## config.mk

```make
export PLATFORM = sky130hd
export DESIGN_NAME = wb_unit
export DESIGN_NICKNAME = d
export VERILOG_FILES = /design/src/rtl/wb_pkg.sv /design/src/rtl/load_align.sv /design/src/rtl/wb_unit.sv
export SDC_FILE = /design/constraint.sdc
export NUM_CORES = 1
export LEC_CHECK = 0
export BUFFER_PORTS_ARGS = -buffer_cell sky130_fd_sc_hd__clkbuf_2
export CORE_ASPECT_RATIO = 0.5
export CORE_UTILIZATION = 40
export DETAILED_ROUTE_END_ITERATION = 16
export PLACE_DENSITY = 0.7
export SETUP_SLACK_MARGIN = 0.02
export SYNTH_ARGS = -nofsm -noshare
export SYNTH_HDL_FRONTEND = slang
export SYNTH_SLANG_ARGS = --single-unit
```

## constraint.sdc

```tcl
create_clock -name clk -period 3.79 [get_ports clk]
set_clock_uncertainty 0.05 [all_clocks]
set_input_delay 0.758 -clock clk [delete_from_list [all_inputs] [get_ports clk]]
set_output_delay 0.758 -clock clk [all_outputs]
set_load 0.02 [all_outputs]
```

## src/rtl/wb_pkg.sv

```systemverilog
// Shared encodings for the write-back unit: result selects, load funct3 codes, FSM states.
package wb_pkg;

  localparam logic [1:0] SelAlu  = 2'b00;
  localparam logic [1:0] SelLoad = 2'b01;
  localparam logic [1:0] SelLink = 2'b10;
  localparam logic [1:0] SelRsvd = 2'b11;

  localparam logic [2:0] F3Lb  = 3'b000;
  localparam logic [2:0] F3Lh  = 3'b001;
  localparam logic [2:0] F3Lw  = 3'b010;
  localparam logic [2:0] F3Ld  = 3'b011;
  localparam logic [2:0] F3Lbu = 3'b100;
  localparam logic [2:0] F3Lhu = 3'b101;
  localparam logic [2:0] F3Lwu = 3'b110;

  typedef enum logic [1:0] {
    StIdle,
    StWaitMem,
    StCommit
  } wb_state_e;

endpackage

```

## src/rtl/load_align.sv

```systemverilog
// Load data extraction: byte-lane select, sign/zero extension and misalignment check.
module load_align
  import wb_pkg::*;
#(
  parameter int unsigned XLEN = 32
) (
  input  logic [2:0]      funct3,
  input  logic [2:0]      addr_lo,
  input  logic [XLEN-1:0] rdata,
  output logic [XLEN-1:0] data,
  output logic            err
);

  localparam int unsigned LaneW = (XLEN == 64) ? 3 : 2;
  localparam bit          Is64  = (XLEN == 64);

  logic [LaneW-1:0] lane;
  logic [XLEN-1:0]  shifted;

  // On a 32-bit datapath addr_lo[2] does not pick a lane.
  assign lane    = addr_lo[LaneW-1:0];
  assign shifted = rdata >> {lane, 3'b000};

  // Extract and extend per access width; errored accesses return zero.
  always_comb begin
    data = '0;
    err  = 1'b0;
    case (funct3)
      F3Lb:  data = XLEN'($signed(shifted[7:0]));
      F3Lbu: data = XLEN'(shifted[7:0]);
      F3Lh: begin
        err  = addr_lo[0];
        data = XLEN'($signed(shifted[15:0]));
      end
      F3Lhu: begin
        err  = addr_lo[0];
        data = XLEN'(shifted[15:0]);
      end
      F3Lw: begin
        err  = (addr_lo[1:0] != 2'b00);
        data = XLEN'($signed(shifted[31:0]));
      end
      F3Lwu: begin
        err  = !Is64 || (addr_lo[1:0] != 2'b00);
        data = XLEN'(shifted[31:0]);
      end
      F3Ld: begin
        err  = !Is64 || (addr_lo != 3'b000);
        data = shifted;
      end
      default: err = 1'b1;
    endcase
    if (err) data = '0;
  end

endmodule

```

## src/rtl/wb_unit.sv

```systemverilog
// Write-back unit: accepts one instruction at a time, waits for load data if needed,
// and commits a single registered register-file write.
module wb_unit #(
  parameter  int unsigned XLEN  = 32,
  parameter  int unsigned NREGS = 32,
  localparam int unsigned AW    = $clog2(NREGS)
) (
  input  logic            clk,
  input  logic            rst,
  input  logic            in_valid,
  output logic            in_ready,
  input  logic [AW-1:0]   in_rd,
  input  logic            in_regwrite,
  input  logic [1:0]      in_sel,
  input  logic [XLEN-1:0] in_alu_result,
  input  logic [XLEN-1:0] in_pc_plus4,
  input  logic [2:0]      in_funct3,
  input  logic [2:0]      in_addr_lo,
  input  logic            mem_rvalid,
  input  logic [XLEN-1:0] mem_rdata,
  output logic            rf_we,
  output logic [AW-1:0]   rf_waddr,
  output logic [XLEN-1:0] rf_wdata,
  output logic            pend_valid,
  output logic [AW-1:0]   pend_rd,
  output logic            load_err,
  output logic [63:0]     instret
);

  import wb_pkg::*;

  wb_state_e state_q, state_d;

  logic [AW-1:0]   rd_q;
  logic            regwrite_q;
  logic [2:0]      funct3_q;
  logic [2:0]      addr_lo_q;

  logic            we_q, we_d;
  logic [AW-1:0]   waddr_q, waddr_d;
  logic [XLEN-1:0] wdata_q, wdata_d;
  logic            err_q, err_d;
  logic [63:0]     instret_q;

  logic            accept;
  logic [XLEN-1:0] la_data;
  logic            la_err;

  assign accept = in_valid && in_ready;

  load_align #(
    .XLEN(XLEN)
  ) u_load_align (
    .funct3 (funct3_q),
    .addr_lo(addr_lo_q),
    .rdata  (mem_rdata),
    .data   (la_data),
    .err    (la_err)
  );

  // State register.
  always_ff @(posedge clk or posedge rst) begin
    if (rst) state_q <= StIdle;
    else     state_q <= state_d;
  end

  // Next state: COMMIT behaves like IDLE so a new op can be taken every cycle.
  always_comb begin
    state_d = state_q;
    case (state_q)
      StIdle, StCommit: begin
        if (accept) state_d = (in_sel == SelLoad) ? StWaitMem : StCommit;
        else        state_d = StIdle;
      end
      StWaitMem: if (mem_rvalid) state_d = StCommit;
      default:   state_d = StIdle;
    endcase
  end

  // FSM-decoded outputs.
  always_comb begin
    in_ready   = (state_q == StIdle) || (state_q == StCommit);
    pend_valid = (state_q == StWaitMem);
    pend_rd    = (state_q == StWaitMem) ? rd_q : '0;
  end

  // Capture the fields a pending load needs once its data arrives.
  always_ff @(posedge clk or posedge rst) begin
    if (rst) begin
      rd_q       <= '0;
      regwrite_q <= 1'b0;
      funct3_q   <= '0;
      addr_lo_q  <= '0;
    end else if (accept) begin
      rd_q       <= in_rd;
      regwrite_q <= in_regwrite;
      funct3_q   <= in_funct3;
      addr_lo_q  <= in_addr_lo;
    end
  end

  // Write values for the coming COMMIT cycle; zero whenever COMMIT is not next.
  always_comb begin
    we_d    = 1'b0;
    waddr_d = '0;
    wdata_d = '0;
    err_d   = 1'b0;
    if (accept && (in_sel != SelLoad)) begin
      waddr_d = in_rd;
      case (in_sel)
        SelAlu:  wdata_d = in_alu_result;
        SelLink: wdata_d = in_pc_plus4;
        default: wdata_d = '0;
      endcase
      we_d = in_regwrite && (in_rd != '0) && (in_sel != SelRsvd);
    end else if ((state_q == StWaitMem) && mem_rvalid) begin
      waddr_d = rd_q;
      wdata_d = la_data;
      we_d    = regwrite_q && (rd_q != '0) && !la_err;
      err_d   = la_err;
    end
  end

  // Registered write port and retire counter (counts the commit it is visible with).
  always_ff @(posedge clk or posedge rst) begin
    if (rst) begin
      we_q      <= 1'b0;
      waddr_q   <= '0;
      wdata_q   <= '0;
      err_q     <= 1'b0;
      instret_q <= '0;
    end else begin
      we_q    <= we_d;
      waddr_q <= waddr_d;
      wdata_q <= wdata_d;
      err_q   <= err_d;
      if (state_d == StCommit) instret_q <= instret_q + 64'd1;
    end
  end

  assign rf_we    = we_q;
  assign rf_waddr = waddr_q;
  assign rf_wdata = wdata_q;
  assign load_err = err_q;
  assign instret  = instret_q;

endmodule

```

==> results of run 1 <==
==> synth_stat cells (9+ instances only) <==
library cell / count
nor2_1: 31
nand2_1: 85
nand4_1: 22
xor2_1: 47
mux2i_1: 49
and3_1: 9
dfrtp_1: 116
nor3_1: 21
clkbuf_1: 13
o21ai_0: 15
nand3_1: 20
and4_1: 9
o211ai_1: 9
o22ai_1: 18
xnor2_1: 16
==> cell families after synthesis <==
logic type	share of synthesized area (%)
buf+inv	2.43
compound gates	7.55
mux	9.63
flops	48.1
xor+xnor	9.15
simple gates	22.9
fa+ha+maj	0.207
==> placed cells by master (no fill, tap or decap), types with 7 or more instances in the layout <==
cell	n
clkbuf_2	222
dfrtp_1	116
nand2_1	85
mux2i_1	49
xor2_1	47
nor2_1	31
nand4_1	22
nor3_1	21
nand3_1	20
o22ai_1	18
clkbuf_16	17
xnor2_1	16
o21ai_0	15
and3_1	9
and4_1	9
o211ai_1	9
and2_1	8
mux2_2	8
o221ai_1	8
a21oi_1	8
nor3_2	7
==> state kept, by name, indices dropped and copies added, names as in the netlist <==
name / flops
rf_waddr: 5
load_err: 1
funct3_q: 3
rf_wdata: 32
rd_q: 5
state_q: 2
addr_lo_q: 2
regwrite_q: 1
instret: 64
rf_we: 1
==> area by class of cell <==
class / count / area, um2 / area share (%)
repair buffers: 229 / 1180 / 14.8
well taps: 198 / 248 / 3.11
multi-input cells: 435 / 2980 / 37.5
flip-flops and latches: 116 / 2900 / 36.5
clock inverters: 9 / 151 / 1.90
inverters: 7 / 30.0 / 0.377
clock buffers: 23 / 468 / 5.88
==> worst paths after layout <==
check / startpoint / to
worst max-delay path: addr_lo_q[1] / rf_wdata[20]
worst max register to register: addr_lo_q[1] / rf_wdata[20]
worst min-delay path: rst / rf_wdata[21]
max in group asynchronous: rst / rf_wdata[8]
worst min register to register: instret[63] / instret[63]
min in group clk: instret[63] / instret[63]
==> power breakdown <==
part           internal, W  switching [W]
combinational     0.000209       0.000313
sequential         0.00131      0.0000913
clock              0.00113       0.000557
==> metrics by stage <==
stage | worst slack, ns | area [um2]
detailed placement | 0.963 | 7340
global route | 1.05 | 7960
floorplan | 1.57 | 6030
global placement | 0.977 | 7340
CTS | 1.25 | 7960
finish | 1.26 | 7960
==> metal layers <==
metal  wire, um  part of all wire, %
met2       8300                   50
met4         37                 0.22
met1       7710                   46
met5          0                    0
met3        712                  4.2
==> summary.md, run 1 <==
| Metric | Value |
|---|---|
| Gr ovfl total | `0` |
| Synth top area cells | `dfrtp_1 (48%), mux2i_1 (8.1%), xor2_1 (6.8%), nand2_1 (5.3%), xnor2_1 (2.3%)` |
| Setup TNS | `0 ns` |
| Die area | `0.0156 mm2` |
| Max-slew violations | `0` |
| WHS | `0.289 ns` |
| Post-synthesis sequential area ratio | `48.1%` |
| R2R Setup Slk | `1.26 ns` |
| Tightest Hold Check Type | `in2async` |
| # clock sinks | `116` |
| Routed wire per std cell | `between 15 and 20 um` |
| Async set-reset flop share out of synthesis | `100%` |
| # DRC | `0` |
| Gr usage total | `21.5%` |
| Syn nets | `699` |
| CP required | `a little under 4 ns` |
| DRT iter0 DRCs | `340` |
| Fin cells | `1017` |
| Synth Instances | `584` |
| Worst path cell trace | `nor2b_1, o2bb2ai_1, and2_1, o211ai_2, o221ai_1` |
| Share of post-route cells with drive strength above 1 | `35.3%` |
| Top-area cell type share of the netlist area | `48.1%` |
| Max stage delay cell, worst path | `dfrtp_1` |
| Final Util | `54.6%` |
| # fillers | `1372` |
| Post-CTS Hold Fix Bufs | `0` |
| Unrepaired setup endpoints after global routing | `false` |
| Post-synth top flop | `dfrtp_1` |
| GR Util met1 | `between 20% and 30%` |
| Root Driver | `clkbuf_16` |
| Area delta synth->final | `32.0%` |
| Critical path buffer and inverter count | `0` |
| Rows | `31` |
| R2R depth | `5` |
| Via count | `5207` |
| Placed cell count | `slightly below 1000` |
| Routability Congestion | `0.837` |
| Mapped Avg Cell Area | `10.3 um2` |
| Via/cell ratio | `5.12` |
| Startpoint types | `flop` |
| Largest area contributor in the netlist | `dfrtp_1` |
| Skew-Pair Late Insertion Delay | `0.40 ns` |
| Yosys cell types | `49` |
| Ant. Diodes | `0` |
| Final period util | `between 60 and 70%` |
| Die width | `176 um` |
| Initial core utilization | `41.3%` |
| Drt pass-1 iters | `4` |
| IO Pins | `224` |
| Pleak | `4.20 nW` |
| H-tree levels | `4` |
| Achievable Freq | `395 MHz` |
| Largest net degree at the start of global routing | `44` |
| GR Util met3 | `about 5.6%` |
| Critical path depth in cells | `5` |
| Fin. Hold Viols | `0` |
| Die height | `roughly 89 um` |
| CTS Buffer Depth | `2` |
| Worst setup EP type | `flop` |
| M2 GR Usage | `35.0%` |
| Kind of critical path | `reg2reg` |
| Post-DP HPWL | `approximately 13000 um` |
| Max FO, Critical Path | `27` |
| CTS resizes | `0` |
| Post-CTS setup buffer count | `0` |
| Number of routed nets with antenna violations | `0` |
| Post-synthesis register bit count | `~120` |
| Core ar. | `between 0.01 and 0.015 mm2` |
| MaxCap Viol Count | `0` |
| Worst-case headroom to the max-slew limit | `48.6%` |
| Final nets | `between 900 and 1000` |
| Vias in the first global route | `around 5000` |
| Post-layout min period | `2.53 ns` |
| # port buffers | `between 200 and 250` |
| CTS tree | `built` |
| Cell Pwr Density | `455 mW/mm2` |
| CTS buffer count | `17` |
| Least-Margin Pin Slew | `between 0.7 and 0.8 ns` |
| Clock slew at reported path FFs | `0.05 ns` |
| Post-synth EDFFs | `0` |
| Final Setup Violations | `0` |
| CP peak stage delay | `0.66 ns` |
| GR peak layer | `met2` |
| Antenna violations before repair | `0` |
| Outcome | `finished clean` |
| Worst vdd ir | `~0.00036 V` |
| Synthesized area | `~0.0060 mm2` |
| Pwr Total | `roughly 0.0036 W` |
| CP top delay family | `compound AO/OA/AOI/OAI gates` |
| Final WL | `16800 um` |
| Global-route wire length before repair | `approximately 26000 um` |
| Yosys warnings | `0` |
| Arrival @ worst endpoint | `2.70 ns` |
Note: power is estimated with default switching activity, not from simulation.
==> inputs of run 2 (changes only) <==
- PLACE_DENSITY: 0.7 -> 0.67
- clock period: 3.79 -> 2.51 ns (I/O delays scaled with it)
==> summary.md, run 2 (synthesized netlist as in run 1, its figures left out) <==
| Metric | Value |
|---|---|
| Outcome | `finished clean (unchanged)` |
| GR peak layer | `met2 (unchanged)` |
| R2r endpoint | `instret[47] (was rf_wdata[20])` |
| Worst-case headroom to the max-slew limit | `53.1% (was 48.6%)` |
| CTS Buffer Depth | `2 (unchanged)` |
| Reg2reg start | `state_q[1] (was addr_lo_q[1])` |
| Pleak | `4.27 nW (was 4.20 nW)` |
| Number of routed nets with antenna violations | `0 (unchanged)` |
| Clock slew at reported path FFs | `0.06 ns (was 0.05 ns)` |
| Max FFs per register | `64 (unchanged)` |
| Global-route wire length before repair | `26700 um (was 25900 um)` |
| Routability Congestion | `0.870 (was 0.837)` |
| Final worst setup slack | `0.386 ns (was 1.26 ns)` |
| Drt pass-1 iters | `5 (was 4)` |
| Kind of critical path | `reg2reg (unchanged)` |
| Final Setup Violations | `0 (unchanged)` |
| Pre-CTS setup slack | `0.260 ns (was 0.963 ns)` |
| Unrepaired setup endpoints after global routing | `false (unchanged)` |
| GR Util met1 | `30.8% (was 29.2%)` |
| Via count | `5242 (was 5207)` |
| Pwr Total | `0.00583 W (was 0.00362 W)` |
| IO Pins | `224 (unchanged)` |
| DRT iter0 DRCs | `347 (was 340)` |
| Via/cell ratio | `5.13 (was 5.12)` |
| Gr ovfl total | `0 (unchanged)` |
| R2R Setup Slk | `0.39 ns (was 1.26 ns)` |
| Root Driver | `clkbuf_16 (unchanged)` |
| Max FO, Critical Path | `9 (was 27)` |
| Cell Pwr Density | `720 mW/mm2 (was 455 mW/mm2)` |
| # port buffers | `222 (unchanged)` |
| Core ar. | `0.0146 mm2 (unchanged)` |
| WHS | `0.147 ns (was 0.289 ns)` |
| Initial core utilization | `41.3% (unchanged)` |
| Least-Margin Pin Slew | `0.702 ns (was 0.771 ns)` |
| Largest net degree at the start of global routing | `48 (was 44)` |
| # DRC | `0 (unchanged)` |
| Vias in the first global route | `5126 (was 5003)` |
| Routed wire per std cell | `16.6 um (was 16.5 um)` |
| Worst vdd ir | `0.000423 V (was 0.000356 V)` |
| MaxCap Viol Count | `0 (unchanged)` |
| Achievable Freq | `471 MHz (was 395 MHz)` |
| Post-CTS setup buffer count | `0 (unchanged)` |
| Final nets | `926 (was 921)` |
| Final period util | `84.6% (was 66.7%)` |
| Tightest Hold Check Type | `in2async (unchanged)` |
| Rows | `31 (unchanged)` |
| Gr usage total | `22.2% (was 21.5%)` |
| CTS tree | `built (unchanged)` |
| H-tree levels | `4 (unchanged)` |
| Area delta synth->final | `34.3% (was 32.0%)` |
| Skew-Pair Late Insertion Delay | `0.40 ns (about the same)` |
| Post-DP HPWL | `12500 um (about the same)` |
| CTS buffer count | `17 (unchanged)` |
| Die height | `88.8 um (unchanged)` |
| Commonest non-fill, non-tap cell in the layout | `clkbuf_2 (unchanged)` |
| Die width | `176 um (unchanged)` |
| M2 GR Usage | `36.0% (was 35.0%)` |
| Startpoint types | `flop (unchanged)` |
| Die area | `0.0156 mm2 (unchanged)` |
| Share of post-route cells with drive strength above 1 | `36.2% (was 35.3%)` |
| Max-slew violations | `0 (unchanged)` |
| CTS resizes | `0 (unchanged)` |
| Setup TNS | `0 ns (unchanged)` |
| Most frequent cells in the layout | `clkbuf_2 (222), dfrtp_1 (116), nand2_1 (85), mux2i_1 (49), xor2_1 (47) (unchanged)` |
| CP required | `2.79 ns (was 3.96 ns)` |
| Post-layout min period | `2.12 ns (was 2.53 ns)` |
| R2R depth | `6 (was 5)` |
| # clock sinks | `116 (unchanged)` |
| Fin. Hold Viols | `0 (unchanged)` |
| GR Util met3 | `4.51% (was 5.63%)` |
| Ant. Diodes | `0 (unchanged)` |
| Final WL | `17000 um (was 16800 um)` |
| Antenna violations before repair | `0 (unchanged)` |
| Worst setup EP type | `flop (unchanged)` |
| Post-CTS Hold Fix Bufs | `0 (unchanged)` |
| Arrival @ worst endpoint | `2.40 ns (was 2.70 ns)` |
run 2: stage by stage:
| stage | std cells | utilization, % | cell area, um2 |
|---|---|---|---|
| after floorplan | 584 | - | 6030 |
| after global placement | 990 | 50.7 | 7390 |
| after detailed placement | 990 | 50.7 | 7390 |
| after CTS | 1022 | 55.5 | 8100 |
| after global routing | 1022 | 55.5 | 8100 |
| final | 1022 | 55.5 | 8100 |
run 2: area by class of cell:
cell class / instances / area, um2
multi-input cells: 435 / 2980
repair buffers: 234 / 1230
inverters: 7 / 30.0
clock buffers: 18 / 439
clock inverters: 14 / 272
fillers: 1337 / 6490
well taps: 198 / 248
flip-flops and latches: 116 / 2900
run 2: worst max-delay path by stage:
stage               start     endpoint  slack [ns]  depth (start not counted)
3_5_place_dp   mem_rvalid  instret[51]        0.26                          7
4_1_cts        state_q[1]  instret[47]        0.38                          6
3_3_place_gp   mem_rvalid  instret[61]        0.31                          7
5_1_grt        state_q[1]  instret[45]        0.17                          6
2_1_floorplan  instret[0]  instret[26]        0.53                          7
6_report       state_q[1]  instret[47]        0.39                          6
run 2: worst max-delay path, cell delays in order, from the launching register on:
cell,delay [ns]
dfrtp_1,0.41
and3b_1,0.44
a21oi_2,0.14
inv_2,0.17
nand4_1,0.32
nor3_1,0.35
xor2_1,0.16
run 2: layer usage:
layer	wire, um	vias to the layer above
li1	-	2559
met1	7950	2541
met2	8210	136
met3	766	6
met4	61	0
met5	0	-
run 2: power breakdown:
| group | leakage (nW) | switching (W) | total (W) | internal [W] |
|---|---|---|---|---|
| sequential | 1.55 | 0.000123 | 0.00211 | 0.00198 |
| clock | 0.346 | 0.000908 | 0.00291 | 0.00201 |
| combinational | 2.37 | 0.000483 | 0.000808 | 0.000326 |
